### src/rtl/mem_ctrl_pkg.sv
// mem_ctrl shared definitions: LSB opcodes, FSM states,
// IO region tag and access-size helpers.
package mem_ctrl_pkg;

  localparam logic [6:0] OP_LB  = 7'd1;
  localparam logic [6:0] OP_LH  = 7'd2;
  localparam logic [6:0] OP_LW  = 7'd3;
  localparam logic [6:0] OP_LBU = 7'd4;
  localparam logic [6:0] OP_LHU = 7'd5;
  localparam logic [6:0] OP_SB  = 7'd6;
  localparam logic [6:0] OP_SH  = 7'd7;
  localparam logic [6:0] OP_SW  = 7'd8;

  typedef enum logic [1:0] {
    MC_IDLE  = 2'd0,
    MC_READ  = 2'd1,
    MC_WRITE = 2'd2,
    MC_DONE  = 2'd3
  } mc_state_e;

  localparam logic [1:0] MC_IO_BASE_HI = 2'b11;

  localparam logic [2:0] SZ_B = 3'd1;
  localparam logic [2:0] SZ_H = 3'd2;
  localparam logic [2:0] SZ_W = 3'd4;

  function automatic logic [2:0] op_size(
    input logic [6:0] op
  );
    unique case (1'b1)
      (op == OP_LB),
      (op == OP_LBU),
      (op == OP_SB):  op_size = SZ_B;
      (op == OP_LH),
      (op == OP_LHU),
      (op == OP_SH):  op_size = SZ_H;
      default:        op_size = SZ_W;
    endcase
  endfunction

endpackage

### src/rtl/mem_load_ext.sv
// Load result extension: sign/zero extends an assembled
// little-endian word according to the load opcode.
module mem_load_ext
  import mem_ctrl_pkg::*;
(
  input  logic [6:0]  op,
  input  logic [31:0] word,
  output logic [31:0] res
);

  always_comb begin
    res = word;
    unique case (1'b1)
      (op == OP_LB):
        res = {{24{word[7]}}, word[7:0]};
      (op == OP_LH):
        res = {{16{word[15]}}, word[15:0]};
      (op == OP_LBU):
        res = {24'b0, word[7:0]};
      (op == OP_LHU):
        res = {16'b0, word[15:0]};
      default:
        res = word;
    endcase
  end

endmodule

### src/rtl/mem_ctrl.sv
// Byte-serialising memory controller for LSB and fetch.
// Optional IO store backpressure: MC_IO_BACKPRESSURE_EN.
module mem_ctrl
  import mem_ctrl_pkg::*;
#(
  parameter int         ADDR_W     = 32,
  parameter logic [1:0] IO_BASE_HI = MC_IO_BASE_HI
) (
  input  logic              clk,
  input  logic              rst_n,
  input  logic              rdy,
  input  logic              wrong_commit,
  input  logic              lsb_enable,
  input  logic [ADDR_W-1:0] lsb_addr,
  input  logic [31:0]       lsb_data,
  input  logic              lsb_is_load,
  input  logic [6:0]        lsb_op,
  output logic              lsb_done,
  output logic [31:0]       lsb_res,
  input  logic              if_enable,
  input  logic [ADDR_W-1:0] if_addr,
  output logic              if_done,
  output logic [31:0]       if_inst,
  input  logic [7:0]        mem_din,
  output logic [7:0]        mem_dout,
  output logic [ADDR_W-1:0] mem_a,
  output logic              mem_wr,
  input  logic              io_buffer_full
);

  mc_state_e         state;
  mc_state_e         state_n;
  logic [2:0]        cnt;
  logic [ADDR_W-1:0] base_q;
  logic [2:0]        size_q;
  logic [6:0]        op_q;
  logic [31:0]       wdata_q;
  logic              is_lsb_q;
  logic [31:0]       rbuf;

  logic              acc_lsb;
  logic              acc_if;
  logic              acc_st;
  logic [ADDR_W-1:0] acc_addr;
  logic [2:0]        k_rd;
  logic [1:0]        cap_idx;
  logic [1:0]        last_idx;
  logic              rd_fin;
  logic [2:0]        nidx;
  logic              wr_fin;
  logic [31:0]       asm_word;
  logic [31:0]       ext_res;
  logic              bp_acc;
  logic              bp_wr;

  assign acc_lsb = (state == MC_IDLE)
                 && !wrong_commit
                 && lsb_enable;
  assign acc_if  = (state == MC_IDLE)
                 && !wrong_commit
                 && !lsb_enable
                 && if_enable;
  assign acc_st  = acc_lsb && !lsb_is_load;
  assign acc_addr = acc_lsb ? lsb_addr : if_addr;

  // Read pipeline: address k goes out after edge k,
  // its byte arrives two edges later.
  assign k_rd     = cnt + 3'd1;
  assign cap_idx  = 2'(k_rd - 3'd2);
  assign last_idx = 2'(size_q - 3'd1);
  assign rd_fin   = (k_rd == size_q + 3'd1);

  // A byte is committed on each edge that saw mem_wr high.
  assign nidx   = cnt + {2'b00, mem_wr};
  assign wr_fin = (nidx == size_q);

`ifdef MC_IO_BACKPRESSURE_EN
  assign bp_acc = (lsb_addr[17:16] == IO_BASE_HI)
                && io_buffer_full;
  assign bp_wr  = (base_q[17:16] == IO_BASE_HI)
                && io_buffer_full;
`else
  logic unused_io;
  assign unused_io = io_buffer_full;
  assign bp_acc    = 1'b0;
  assign bp_wr     = 1'b0;
`endif

  always_comb begin
    asm_word = rbuf;
    asm_word[{last_idx, 3'b000} +: 8] = mem_din;
  end

  mem_load_ext u_ext (
    .op   (op_q),
    .word (asm_word),
    .res  (ext_res)
  );

  always_ff @(posedge clk or negedge rst_n) begin
    if (!rst_n) begin
      state <= MC_IDLE;
    end else if (rdy) begin
      state <= state_n;
    end
  end

  always_comb begin
    state_n = state;
    unique case (state)
      MC_IDLE: begin
        if (acc_st) begin
          state_n = MC_WRITE;
        end else if (acc_lsb || acc_if) begin
          state_n = MC_READ;
        end
      end
      MC_READ: begin
        if (wrong_commit) begin
          state_n = MC_IDLE;
        end else if (rd_fin) begin
          state_n = MC_DONE;
        end
      end
      MC_WRITE: begin
        if (wr_fin) begin
          state_n = MC_DONE;
        end
      end
      MC_DONE: begin
        state_n = MC_IDLE;
      end
    endcase
  end

  always_ff @(posedge clk or negedge rst_n) begin
    if (!rst_n) begin
      cnt      <= '0;
      base_q   <= '0;
      size_q   <= '0;
      op_q     <= '0;
      wdata_q  <= '0;
      is_lsb_q <= 1'b0;
      rbuf     <= '0;
      lsb_done <= 1'b0;
      lsb_res  <= '0;
      if_done  <= 1'b0;
      if_inst  <= '0;
      mem_dout <= '0;
      mem_a    <= '0;
      mem_wr   <= 1'b0;
    end else if (rdy) begin
      unique case (state)
        MC_IDLE: begin
          if (acc_lsb || acc_if) begin
            base_q   <= acc_addr;
            size_q   <= acc_lsb ? op_size(lsb_op)
                                : SZ_W;
            op_q     <= acc_lsb ? lsb_op : OP_LW;
            wdata_q  <= lsb_data;
            is_lsb_q <= acc_lsb;
            cnt      <= '0;
            mem_a    <= acc_addr;
            if (acc_st) begin
              mem_dout <= lsb_data[7:0];
              mem_wr   <= !bp_acc;
            end else begin
              mem_wr   <= 1'b0;
            end
          end
        end
        MC_READ: begin
          if (wrong_commit) begin
            cnt    <= '0;
            mem_a  <= '0;
            mem_wr <= 1'b0;
          end else begin
            cnt <= k_rd;
            if (k_rd < size_q) begin
              mem_a <= base_q + ADDR_W'(k_rd);
            end
            if (k_rd >= 3'd2) begin
              rbuf[{cap_idx, 3'b000} +: 8] <= mem_din;
            end
            if (rd_fin) begin
              mem_a <= '0;
              if (is_lsb_q) begin
                lsb_done <= 1'b1;
                lsb_res  <= ext_res;
              end else begin
                if_done  <= 1'b1;
                if_inst  <= asm_word;
              end
            end
          end
        end
        MC_WRITE: begin
          cnt <= nidx;
          if (wr_fin) begin
            mem_wr   <= 1'b0;
            mem_a    <= '0;
            lsb_done <= 1'b1;
            lsb_res  <= '0;
          end else begin
            mem_a    <= base_q + ADDR_W'(nidx);
            mem_dout <= wdata_q[{nidx[1:0], 3'b000} +: 8];
            mem_wr   <= !bp_wr;
          end
        end
        MC_DONE: begin
          lsb_done <= 1'b0;
          if_done  <= 1'b0;
        end
      endcase
    end
  end

endmodule

### config.mk
export PLATFORM = sky130hd
export DESIGN_NAME = mem_ctrl
export DESIGN_NICKNAME = d
export VERILOG_FILES = /design/src/rtl/mem_ctrl_pkg.sv /design/src/rtl/mem_load_ext.sv /design/src/rtl/mem_ctrl.sv
export SDC_FILE = /design/constraint.sdc
export NUM_CORES = 1
export LEC_CHECK = 0
export ABC_AREA = 1
export BUFFER_PORTS_ARGS = -buffer_cell sky130_fd_sc_hd__buf_2
export CORE_AREA = 2 2 123 214
export DETAILED_ROUTE_END_ITERATION = 6
export DIE_AREA = 0 0 125 216
export PLACE_DENSITY = 0.79
export SETUP_SLACK_MARGIN = 0.1
export SYNTH_ARGS = -nofsm -noshare
export SYNTH_HDL_FRONTEND = slang
export SYNTH_SLANG_ARGS = --single-unit
export TNS_END_PERCENT = 1
### constraint.sdc
create_clock -name clk -period 2.7 [get_ports clk]
set_clock_uncertainty 0.05 [all_clocks]
set_input_delay 0.54 -clock clk [delete_from_list [all_inputs] [get_ports clk]]
set_output_delay 0.54 -clock clk [all_outputs]
set_load 0.03 [all_outputs]
==> results.json, run 1 <==
{
  "status": "finished, violations left",
  "violated_checks": "design-rule violations",
  "r2r_path_end": "mem_a[3]",
  "crit_path_start": "cnt[0]",
  "cell_types_with_the_largest_area_share_after_synthesis": "sky130_fd_sc_hd__dfrtp_1 42%, sky130_fd_sc_hd__nand2_1 21%, sky130_fd_sc_hd__nand3_1 7.8%, sky130_fd_sc_hd__o21ai_0 4.9%, sky130_fd_sc_hd__inv_1 4.8%",
  "drive_above_1_share_pct": 19.3,
  "ys_seq_elements": 219,
  "first_global_vias": 13110,
  "dr_total_vias": 13258,
  "dr.first_iter.drc_count": 942,
  "p_seq_share_pct": 31.0,
  "detail_route.wl_per_cell_um": 16.4,
  "setup_repair_after_global_routing_missed_its_margin": "yes",
  "cts_max_path_buffers": 3,
  "pwr-share-comb_pct": 51.1,
  "worst_r2r_path_depth": 13,
  "setup_ws_ps": 185,
  "yosysUniqueCellTypes": 36,
  "met3RoutedLength_mm": 1.74,
  "design.die.area_sq_um": 27000,
  "min_to": "wdata_q[31]",
  "routed_via_density": 5.40,
  "die_width_um": 125,
  "timing.final.setup_violations": 0,
  "met2_wl_post_dr_mm": 21.6,
  "dieHeight_um": 216,
  "drt-pass1-iter-count": 7,
  "timing_worst_setup_path_type": "flop to flop",
  "synthToLayoutAreaGrowth_pct": 21.4,
  "hold_viol_final": 0,
  "avgSynthCellArea_sq_um": 6.90,
  "initial_util_pct": 51.3,
  "critical_path.n_buffers_inverters": 3,
  "switching_share_pct": 47.4,
  "clk-insertion-delay-late_ps": 530,
  "post-synth-top-area-fraction_pct": 42.3,
  "global_router_s_overall_resource_usage_pct": 29.8,
  "p_leak_nw": 8.44,
  "reg2reg_setup_slack_ps": 180,
  "setup.worst_path.start_class": "flop",
  "finalInstanceArea_sq_um": 15700,
  "drt_wl_total_mm": 40.4,
  "route.antenna.remaining_nets": 0,
  "dpl.hpwl_mm": 30.6,
  "number_of_cells_traversed_by_the_worst_hold_path": 3,
  "layout.core_utilization_pct": 62.3,
  "htreeDepth": 1,
  "fin_crit_sh_pct": 93.2,
  "place_worst_setup_slack_ps": -19.8,
  "synth.cell_area_sq_um": 13000,
  "insertedDiodeCount": 0,
  "worst-endpoint-required_ps": 3050,
  "critical_path.most_common_cell": "sky130_fd_sc_hd__nand2_1",
  "route.layer.met1.wl_mm": 14.7,
  "timing.critical_path.to_type": "flop",
  "grt_max_degree": 84,
  "clock_sinks": 219,
  "switchingPower_mw": 8.73,
  "critical_path.max_stage_delay_ps": 450,
  "syn-num-nets": 2028,
  "synth-seq-area-share_pct": 42.3,
  "grt_antenna_before_repair": 0,
  "final_cell_count_without_fillers": 2455,
  "netlist.top_cell.by_area": "sky130_fd_sc_hd__dfrtp_1",
  "max_freq_ghz": 0.398,
  "floorplan.rows": 77,
  "cell_count_after_synthesis": 1879,
  "placed_cells_incl_taps": 2411,
  "slew_viol_final": 0,
  "global_route_wire_length_before_repair_mm": 65.4,
  "cp_data_arrival_time_ps": 2870,
  "power_report.internal_total_mw": 9.67,
  "cp_slowest_cell": "sky130_fd_sc_hd__dfrtp_2",
  "tritoncts": "yes",
  "max-vdd-ir-drop_v": 0.000760,
  "routed.top_layer": "met4",
  "portBuffers": 224,
  "maxCapViolCount": 0,
  "synthesis.yosys.warnings": 0,
  "worst_pin_slew_ps": 874,
  "cts_root_buffer": "sky130_fd_sc_hd__clkbuf_16",
  "tritoncts.num_buffers": 22,
  "postPlaceCellArea_sq_um": 14700,
  "floorplan.core_area_sq_um": 25200,
  "i_o_pins": 226,
  "timing.critical_path.fanout_max": 5,
  "power_density_nw_per_um2": 1170,
  "grt.overflow.total": 0,
  "regToRegStartpoint": "cnt[0]",
  "relative_slew_slack_pct": 41.3,
  "critical_path.cell_chain": "buf_6, ha_2, nand2_1, nand2_2, buf_4, ha_1, nand3b_1, a21oi_1, nand3_1, nand2_4, clkinvlp_4, nand3_2, nand2_1",
  "critical-path-top-delay-family": "simple AND/OR/NAND/NOR gates",
  "fill_cell_count": 2357,
  "timing.hold.worst.start": "lsb_data[31]",
  "gp_congestion": 0.957,
  "final.min_clock_period_ps": 2520,
  "drcViolationCount": 1,
  "final_nets": 2275,
  "pwr-share-clk_pct": 17.9,
  "clk_transition_reported_paths_ps": 60,
  "hold_path.class": "input pin to flop"
}
-- cell usage after synthesis --
master and n:
sky130_fd_sc_hd__or2_2 4, sky130_fd_sc_hd__o21ai_2 1, sky130_fd_sc_hd__inv_2 10, sky130_fd_sc_hd__nor4_1 1, sky130_fd_sc_hd__nand2_2 9, sky130_fd_sc_hd__o211ai_1 2, sky130_fd_sc_hd__nand4_1 30, sky130_fd_sc_hd__a21oi_1 29
sky130_fd_sc_hd__nor2_4 6, sky130_fd_sc_hd__nor3_1 12, sky130_fd_sc_hd__o22ai_1 30, sky130_fd_sc_hd__nor3_4 1, sky130_fd_sc_hd__clkbuf_1 44, sky130_fd_sc_hd__or2_1 1, sky130_fd_sc_hd__nand3_1 203, sky130_fd_sc_hd__nand3b_1 1
sky130_fd_sc_hd__clkinv_1 2, sky130_fd_sc_hd__buf_2 24, sky130_fd_sc_hd__nand3_2 4, sky130_fd_sc_hd__a31oi_1 10, sky130_fd_sc_hd__o21ai_0 128, sky130_fd_sc_hd__o22ai_2 1, sky130_fd_sc_hd__o211a_1 1, sky130_fd_sc_hd__buf_6 5
sky130_fd_sc_hd__o21ai_1 17, sky130_fd_sc_hd__ha_1 28, sky130_fd_sc_hd__nor2_1 151, sky130_fd_sc_hd__a22oi_1 1, sky130_fd_sc_hd__xor2_1 11, sky130_fd_sc_hd__inv_1 166, sky130_fd_sc_hd__fa_1 2, sky130_fd_sc_hd__buf_1 5
sky130_fd_sc_hd__nor2_2 8, sky130_fd_sc_hd__dfrtp_1 219, sky130_fd_sc_hd__buf_4 3, sky130_fd_sc_hd__nand2_1 709
-- stage by stage --
step | setup TNS, ps | total power, mW | hold slack, ps
3_5_place_dp | -26.5 | 14.8 | 410
3_3_place_gp | -8.68 | 14.6 | 410
6_report | 0 | 18.4 | 173
4_1_cts | 0 | 18.2 | 164
5_1_grt | 0 | 19.8 | 183
2_1_floorplan | 0 | 11.8 | 194
-- cells in the final DEF, fill, tap and decap left out, types with 3 or more instances in the layout --
| master | n |
|---|---|
| sky130_fd_sc_hd__o22ai_1 | 30 |
| sky130_fd_sc_hd__bufinv_16 | 4 |
| sky130_fd_sc_hd__buf_2 | 223 |
| sky130_fd_sc_hd__nor3_1 | 11 |
| sky130_fd_sc_hd__nor2_4 | 9 |
| sky130_fd_sc_hd__o21ai_1 | 18 |
| sky130_fd_sc_hd__buf_4 | 68 |
| sky130_fd_sc_hd__dfrtp_1 | 218 |
| sky130_fd_sc_hd__ha_1 | 21 |
| sky130_fd_sc_hd__ha_2 | 4 |
| sky130_fd_sc_hd__nand3_1 | 196 |
| sky130_fd_sc_hd__a31oi_1 | 10 |
| sky130_fd_sc_hd__nand3_2 | 10 |
| sky130_fd_sc_hd__nor2_2 | 10 |
| sky130_fd_sc_hd__clkbuf_1 | 5 |
| sky130_fd_sc_hd__a21oi_1 | 28 |
| sky130_fd_sc_hd__nand2_2 | 14 |
| sky130_fd_sc_hd__buf_12 | 8 |
| sky130_fd_sc_hd__nand2_1 | 702 |
| sky130_fd_sc_hd__nand4_1 | 30 |
| sky130_fd_sc_hd__inv_2 | 9 |
| sky130_fd_sc_hd__o21ai_0 | 127 |
| sky130_fd_sc_hd__inv_1 | 165 |
| sky130_fd_sc_hd__nor2_1 | 146 |
| sky130_fd_sc_hd__inv_6 | 3 |
| sky130_fd_sc_hd__ha_4 | 3 |
| sky130_fd_sc_hd__clkbuf_16 | 23 |
| sky130_fd_sc_hd__or2_2 | 3 |
| sky130_fd_sc_hd__xor2_1 | 11 |
| sky130_fd_sc_hd__clkinv_2 | 3 |
-- kinds of logic (layout without fill, tap and decap cells) --
family	Yosys count	count (layout)	share of synthesized area [%]
xor gates and xnor gates	11	11	0.743
DFF	219	219	42.3
and+or+nand+nor	1140	1140	36.8
adders and majority gates	30	30	3.01
AOI/OAI and AO/OA	220	220	9.07
buffers and inverters	259	519	8.11
-- cell type report --
type	count	area (sq um)	share of cell area (%)
clock buffers	28	594	3.78
flip-flops and latches	219	5480	34.8
repair buffers	303	1830	11.7
clock inverters	9	156	0.994
repair inverters	1	7.51	0.0477
multi-input cells	1401	6590	41.9
inverters	178	681	4.33
well taps	316	395	2.51
-- worst max-delay path by stage --
stage               slack [ps]   endpoint  depth (start not counted)
floorplan                  150  mem_a[24]                         14
global placement            -9  mem_a[19]                         14
detailed placement         -20  mem_a[30]                         14
CTS                          8   mem_a[2]                         14
global route                40  mem_a[24]                         16
finish                     180   mem_a[3]                         13
-- sequential cells by signal (all words and copies together), names as in the netlist --
| register | flops |
|---|---|
| wdata_q | 32 |
| lsb_done | 1 |
| is_lsb_q | 1 |
| lsb_res | 32 |
| mem_dout | 8 |
| rbuf | 32 |
| size_q | 3 |
| mem_wr | 1 |
| if_done | 1 |
| cnt | 3 |
| if_inst | 32 |
| state | 2 |
| op_q | 7 |
| base_q | 32 |
| mem_a | 32 |
-- worst min-delay path: cells and delay by family --
family	cells	cell delay (ps)
simple gates	2	80
buf+inv	1	70
-- power groups by stage --
stage / registers, mW / logic, mW / clock network (mW)
after floorplan: 6.87 / 4.97 / 0
after global routing: 5.87 / 10.4 / 3.49
after detailed placement: 5.71 / 9.13 / 0
after CTS: 5.68 / 9.18 / 3.35
final: 5.71 / 9.40 / 3.29
after global placement: 5.67 / 8.96 / 0
-- per-layer routing --
layer	vias up	global-route usage [%]
met5	-	0
met4	0	15.9
met3	123	2.68
met2	473	56.3
met1	6167	32.6
li1	6495	-
-- timing repair --
item	in CTS	in global routing
pin swaps	0	5
gates cloned	0	1
endpoints found under the setup margin	44	66
setup buffers	0	5
hold buffers	1	0
resized for setup	6	43
hold endpoints to repair	13	0
Note: power is estimated with default switching activity, not from simulation.
==> inputs of run 2 (changes only) <==
--- a/config.mk
+++ b/config.mk
@@ -7,12 +7,13 @@
 export LEC_CHECK = 0
 export ABC_AREA = 1
 export BUFFER_PORTS_ARGS = -buffer_cell sky130_fd_sc_hd__buf_2
-export CORE_AREA = 2 2 123 214
+export CORE_AREA = 2 2 125 218
 export DETAILED_ROUTE_END_ITERATION = 6
-export DIE_AREA = 0 0 125 216
+export DIE_AREA = 0 0 127 220
 export PLACE_DENSITY = 0.79
 export SETUP_SLACK_MARGIN = 0.1
 export SYNTH_ARGS = -nofsm -noshare
 export SYNTH_HDL_FRONTEND = slang
+export SYNTH_HIERARCHICAL = 1
 export SYNTH_SLANG_ARGS = --single-unit
 export TNS_END_PERCENT = 1
==> run 2 against run 1 <==
Net effect:
- the run now ends clean
- first-iteration DRC count down 7.5%
- area after synthesis increased by 4.0%
- setup slack worse by 46 ps
- sequential power barely moved
- clock power fell by 5%
- via count up 0.90%
- register-to-register slack got worse by 50 ps
- total power rose by 2.3%
- hold slack lost 11 ps
- core utilization shrank 0.88 points
- fmax shrank 1.8%
- critical path type unchanged
- largest power group unchanged
==> results.json, run 2 <==
{
  "clk_transition_reported_paths_ps": 70,
  "global_route_wire_length_before_repair_mm": 66.4,
  "setup.worst_path.start_class": "flop",
  "portBuffers": 224,
  "slew_viol_final": 0,
  "synth.top_cells.by_count": "721 x sky130_fd_sc_hd__nand2_1, 219 x sky130_fd_sc_hd__dfrtp_1, 158 x sky130_fd_sc_hd__nor2_1, 155 x sky130_fd_sc_hd__nand3_1, 146 x sky130_fd_sc_hd__inv_1",
  "drt-pass1-iter-count": 6,
  "synth.cell_area_sq_um": 13500,
  "hold_path.class": "input pin to flop",
  "maxCapViolCount": 0,
  "first_global_vias": 13150,
  "design.die.area_sq_um": 27900,
  "initial_util_pct": 51.2,
  "die_width_um": 127,
  "hold_viol_final": 0,
  "finalInstanceArea_sq_um": 16200,
  "fill_cell_count": 2513,
  "netlist.top_cell.by_area": "sky130_fd_sc_hd__dfrtp_1",
  "cell_count_after_synthesis": 1906,
  "setup_repair_after_global_routing_missed_its_margin": "yes",
  "detail_route.wl_per_cell_um": 17.0,
  "floorplan.rows": 79,
  "layout.core_utilization_pct": 61.5,
  "p_leak_nw": 8.55,
  "dr_total_vias": 13377,
  "tritoncts.num_buffers": 22,
  "post-synth-top-area-fraction_pct": 40.7,
  "grt_max_degree": 65,
  "clk-insertion-delay-late_ps": 530,
  "routed_via_density": 5.38,
  "max_freq_ghz": 0.390,
  "worst_pin_slew_ps": 698,
  "syn-num-nets": 2056,
  "timing_worst_setup_path_type": "flop to flop",
  "global_router_s_overall_resource_usage_pct": 30.2,
  "synth_flop_cell": "sky130_fd_sc_hd__dfrtp_1",
  "synth-async-reset-ratio_pct": 100,
  "route.antenna.remaining_nets": 0,
  "cts_root_buffer": "sky130_fd_sc_hd__clkbuf_16",
  "status": "finished clean",
  "relative_slew_slack_pct": 53.3,
  "power_density_nw_per_um2": 1160,
  "worst-endpoint-required_ps": 3070,
  "final_nets": 2295,
  "final.min_clock_period_ps": 2560,
  "cell_types_with_the_largest_area_share_after_synthesis": "sky130_fd_sc_hd__dfrtp_1 41%, sky130_fd_sc_hd__nand2_1 20%, sky130_fd_sc_hd__nand3_1 5.8%, sky130_fd_sc_hd__nor2_1 4.4%, sky130_fd_sc_hd__inv_1 4.1%",
  "postPlaceCellArea_sq_um": 15200,
  "synth-seq-area-share_pct": 40.7,
  "dr.first_iter.drc_count": 871,
  "max-vdd-ir-drop_v": 0.000628,
  "yosysUniqueCellTypes": 43,
  "clock_sinks": 219,
  "worst_r2r_path_depth": 16,
  "gp_congestion": 0.937,
  "final_cell_mix": "710 x sky130_fd_sc_hd__nand2_1, 223 x sky130_fd_sc_hd__buf_2, 218 x sky130_fd_sc_hd__dfrtp_1",
  "cts_max_path_buffers": 3,
  "timing.critical_path.fanout_max": 4,
  "drcViolationCount": 0,
  "floorplan.core_area_sq_um": 26300,
  "most_frequent_standard_cell_in_the_layout_excluding_fill_and_tap_cells": "sky130_fd_sc_hd__nand2_1",
  "cp_data_arrival_time_ps": 2930,
  "fin_crit_sh_pct": 94.9,
  "timing.critical_path.to_type": "flop",
  "synth_most_common_cell": "sky130_fd_sc_hd__nand2_1",
  "drt_wl_total_mm": 42.4,
  "timing.final.setup_violations": 0,
  "synthToLayoutAreaGrowth_pct": 19.9,
  "dpl.hpwl_mm": 32.2,
  "dieHeight_um": 220,
  "htreeDepth": 1,
  "i_o_pins": 226,
  "number_of_cells_traversed_by_the_worst_hold_path": 3,
  "grt_antenna_before_repair": 1,
  "ys_seq_elements": 219,
  "synthesis.yosys.warnings": 6,
  "drive_above_1_share_pct": 22.5,
  "tritoncts": "yes",
  "synth-edff-count": 0,
  "grt.overflow.total": 0,
  "avgSynthCellArea_sq_um": 7.07
}
run 2: changes by cell type after synthesis, moves of 7 or more:
cell,previous run,this run
sky130_fd_sc_hd__nand3_1,203,155
sky130_fd_sc_hd__o21ai_2,1,38
sky130_fd_sc_hd__o21ai_0,128,92
sky130_fd_sc_hd__nand4_1,30,58
sky130_fd_sc_hd__inv_1,166,146
sky130_fd_sc_hd__nand2_1,709,721
sky130_fd_sc_hd__buf_4,3,14
sky130_fd_sc_hd__inv_2,10,20
sky130_fd_sc_hd__o32ai_1,0,8
sky130_fd_sc_hd__a21oi_1,29,22
sky130_fd_sc_hd__nor2_1,151,158
run 2: final cells by class:
type	count	area, sq um	share of cell area (%)
inverters	168	634	3.93
multi-input cells	1423	6990	43.2
repair buffers	311	1920	11.9
flip-flops and latches	219	5480	33.9
clock buffers	35	691	4.27
well taps	324	405	2.51
clock inverters	5	41.3	0.255
diodes	1	2.50	0.0155
run 2: what timing repair did:
item                                   in CTS  in global routing
setup endpoints to repair                  68                 74
gates resized for setup                     9                 34
hold buffers                                1                  0
buffers inserted                            0                  1
pin swaps                                   0                  5
endpoints found under the hold margin      53                  0
run 2: final timing paths:
| path | slack (ps) | from | end |
|---|---|---|---|
| setup / recovery | 140 | cnt[0] | mem_a[22] |
| hold / removal | 160 | lsb_data[30] | wdata_q[30] |
| setup reg to reg | 140 | cnt[0] | mem_a[22] |
| hold reg to reg | 430 | lsb_res[8] | lsb_res[8] |
| max in group asynchronous | 1290 | rst_n | if_inst[23] |
| min in group asynchronous | 500 | rst_n | rbuf[27] |
run 2: layer usage:
| metal | GRT usage [%] | vias up | routed length [um] |
|---|---|---|---|
| met5 | 0 | - | 0 |
| met2 | 59.5 | 426 | 23400 |
| met1 | 29.4 | 6238 | 14400 |
| li1 | - | 6574 | - |
| met3 | 2.43 | 139 | 1510 |
| met4 | 20.0 | 0 | 2980 |
run 2: cell families (layout without fill, tap and decap cells):
group | Yosys count | in the layout | share of synthesized area [%]
xor+xnor | 17 | 17 | 1.11
simple gates | 1153 | 1153 | 36.6
flops | 219 | 219 | 40.7
other cells | 0 | 1 | 0
mux | 1 | 1 | 0.0743
compound gates | 221 | 221 | 9.91
buf+inv | 264 | 519 | 8.65
fa+ha+maj | 31 | 31 | 2.99
run 2: per-stage QoR:
step           setup slack (ps)  hold slack, ps  total power [mW]  TNS [ps]  cells
2_1_floorplan               115             194              12.6         0   1906
6_report                    139             162              18.8         0   2486
5_1_grt                   -18.3             174              20.2     -18.3   2486
3_3_place_gp               -117             407              15.3      -733   2443
4_1_cts                    52.2             151              18.7         0   2484
3_5_place_dp               -126             409              15.5     -1300   2443
run 2: where the power goes:
group / internal (mW) / leakage (nW) / switching (mW)
combinational: 3.30 / 5.55 / 6.71
clock: 1.76 / 0.352 / 1.36
sequential: 4.68 / 2.64 / 1.01
total: 9.75 / 8.55 / 9.08
run 2: worst max-delay path, stage by stage (launching register included):
cell and delay (ps):
sky130_fd_sc_hd__dfrtp_1 410, sky130_fd_sc_hd__ha_2 200, sky130_fd_sc_hd__ha_4 160, sky130_fd_sc_hd__nand2_1 90
sky130_fd_sc_hd__nand2_2 80, sky130_fd_sc_hd__ha_1 320, sky130_fd_sc_hd__nand3_1 100, sky130_fd_sc_hd__nand2_2 130
sky130_fd_sc_hd__buf_4 140, sky130_fd_sc_hd__nand2_1 70, sky130_fd_sc_hd__nor2_2 100, sky130_fd_sc_hd__buf_4 160
sky130_fd_sc_hd__nand3_1 80, sky130_fd_sc_hd__nand3_1 100, sky130_fd_sc_hd__nand3_1 130, sky130_fd_sc_hd__nand2_1 90
sky130_fd_sc_hd__inv_1 40
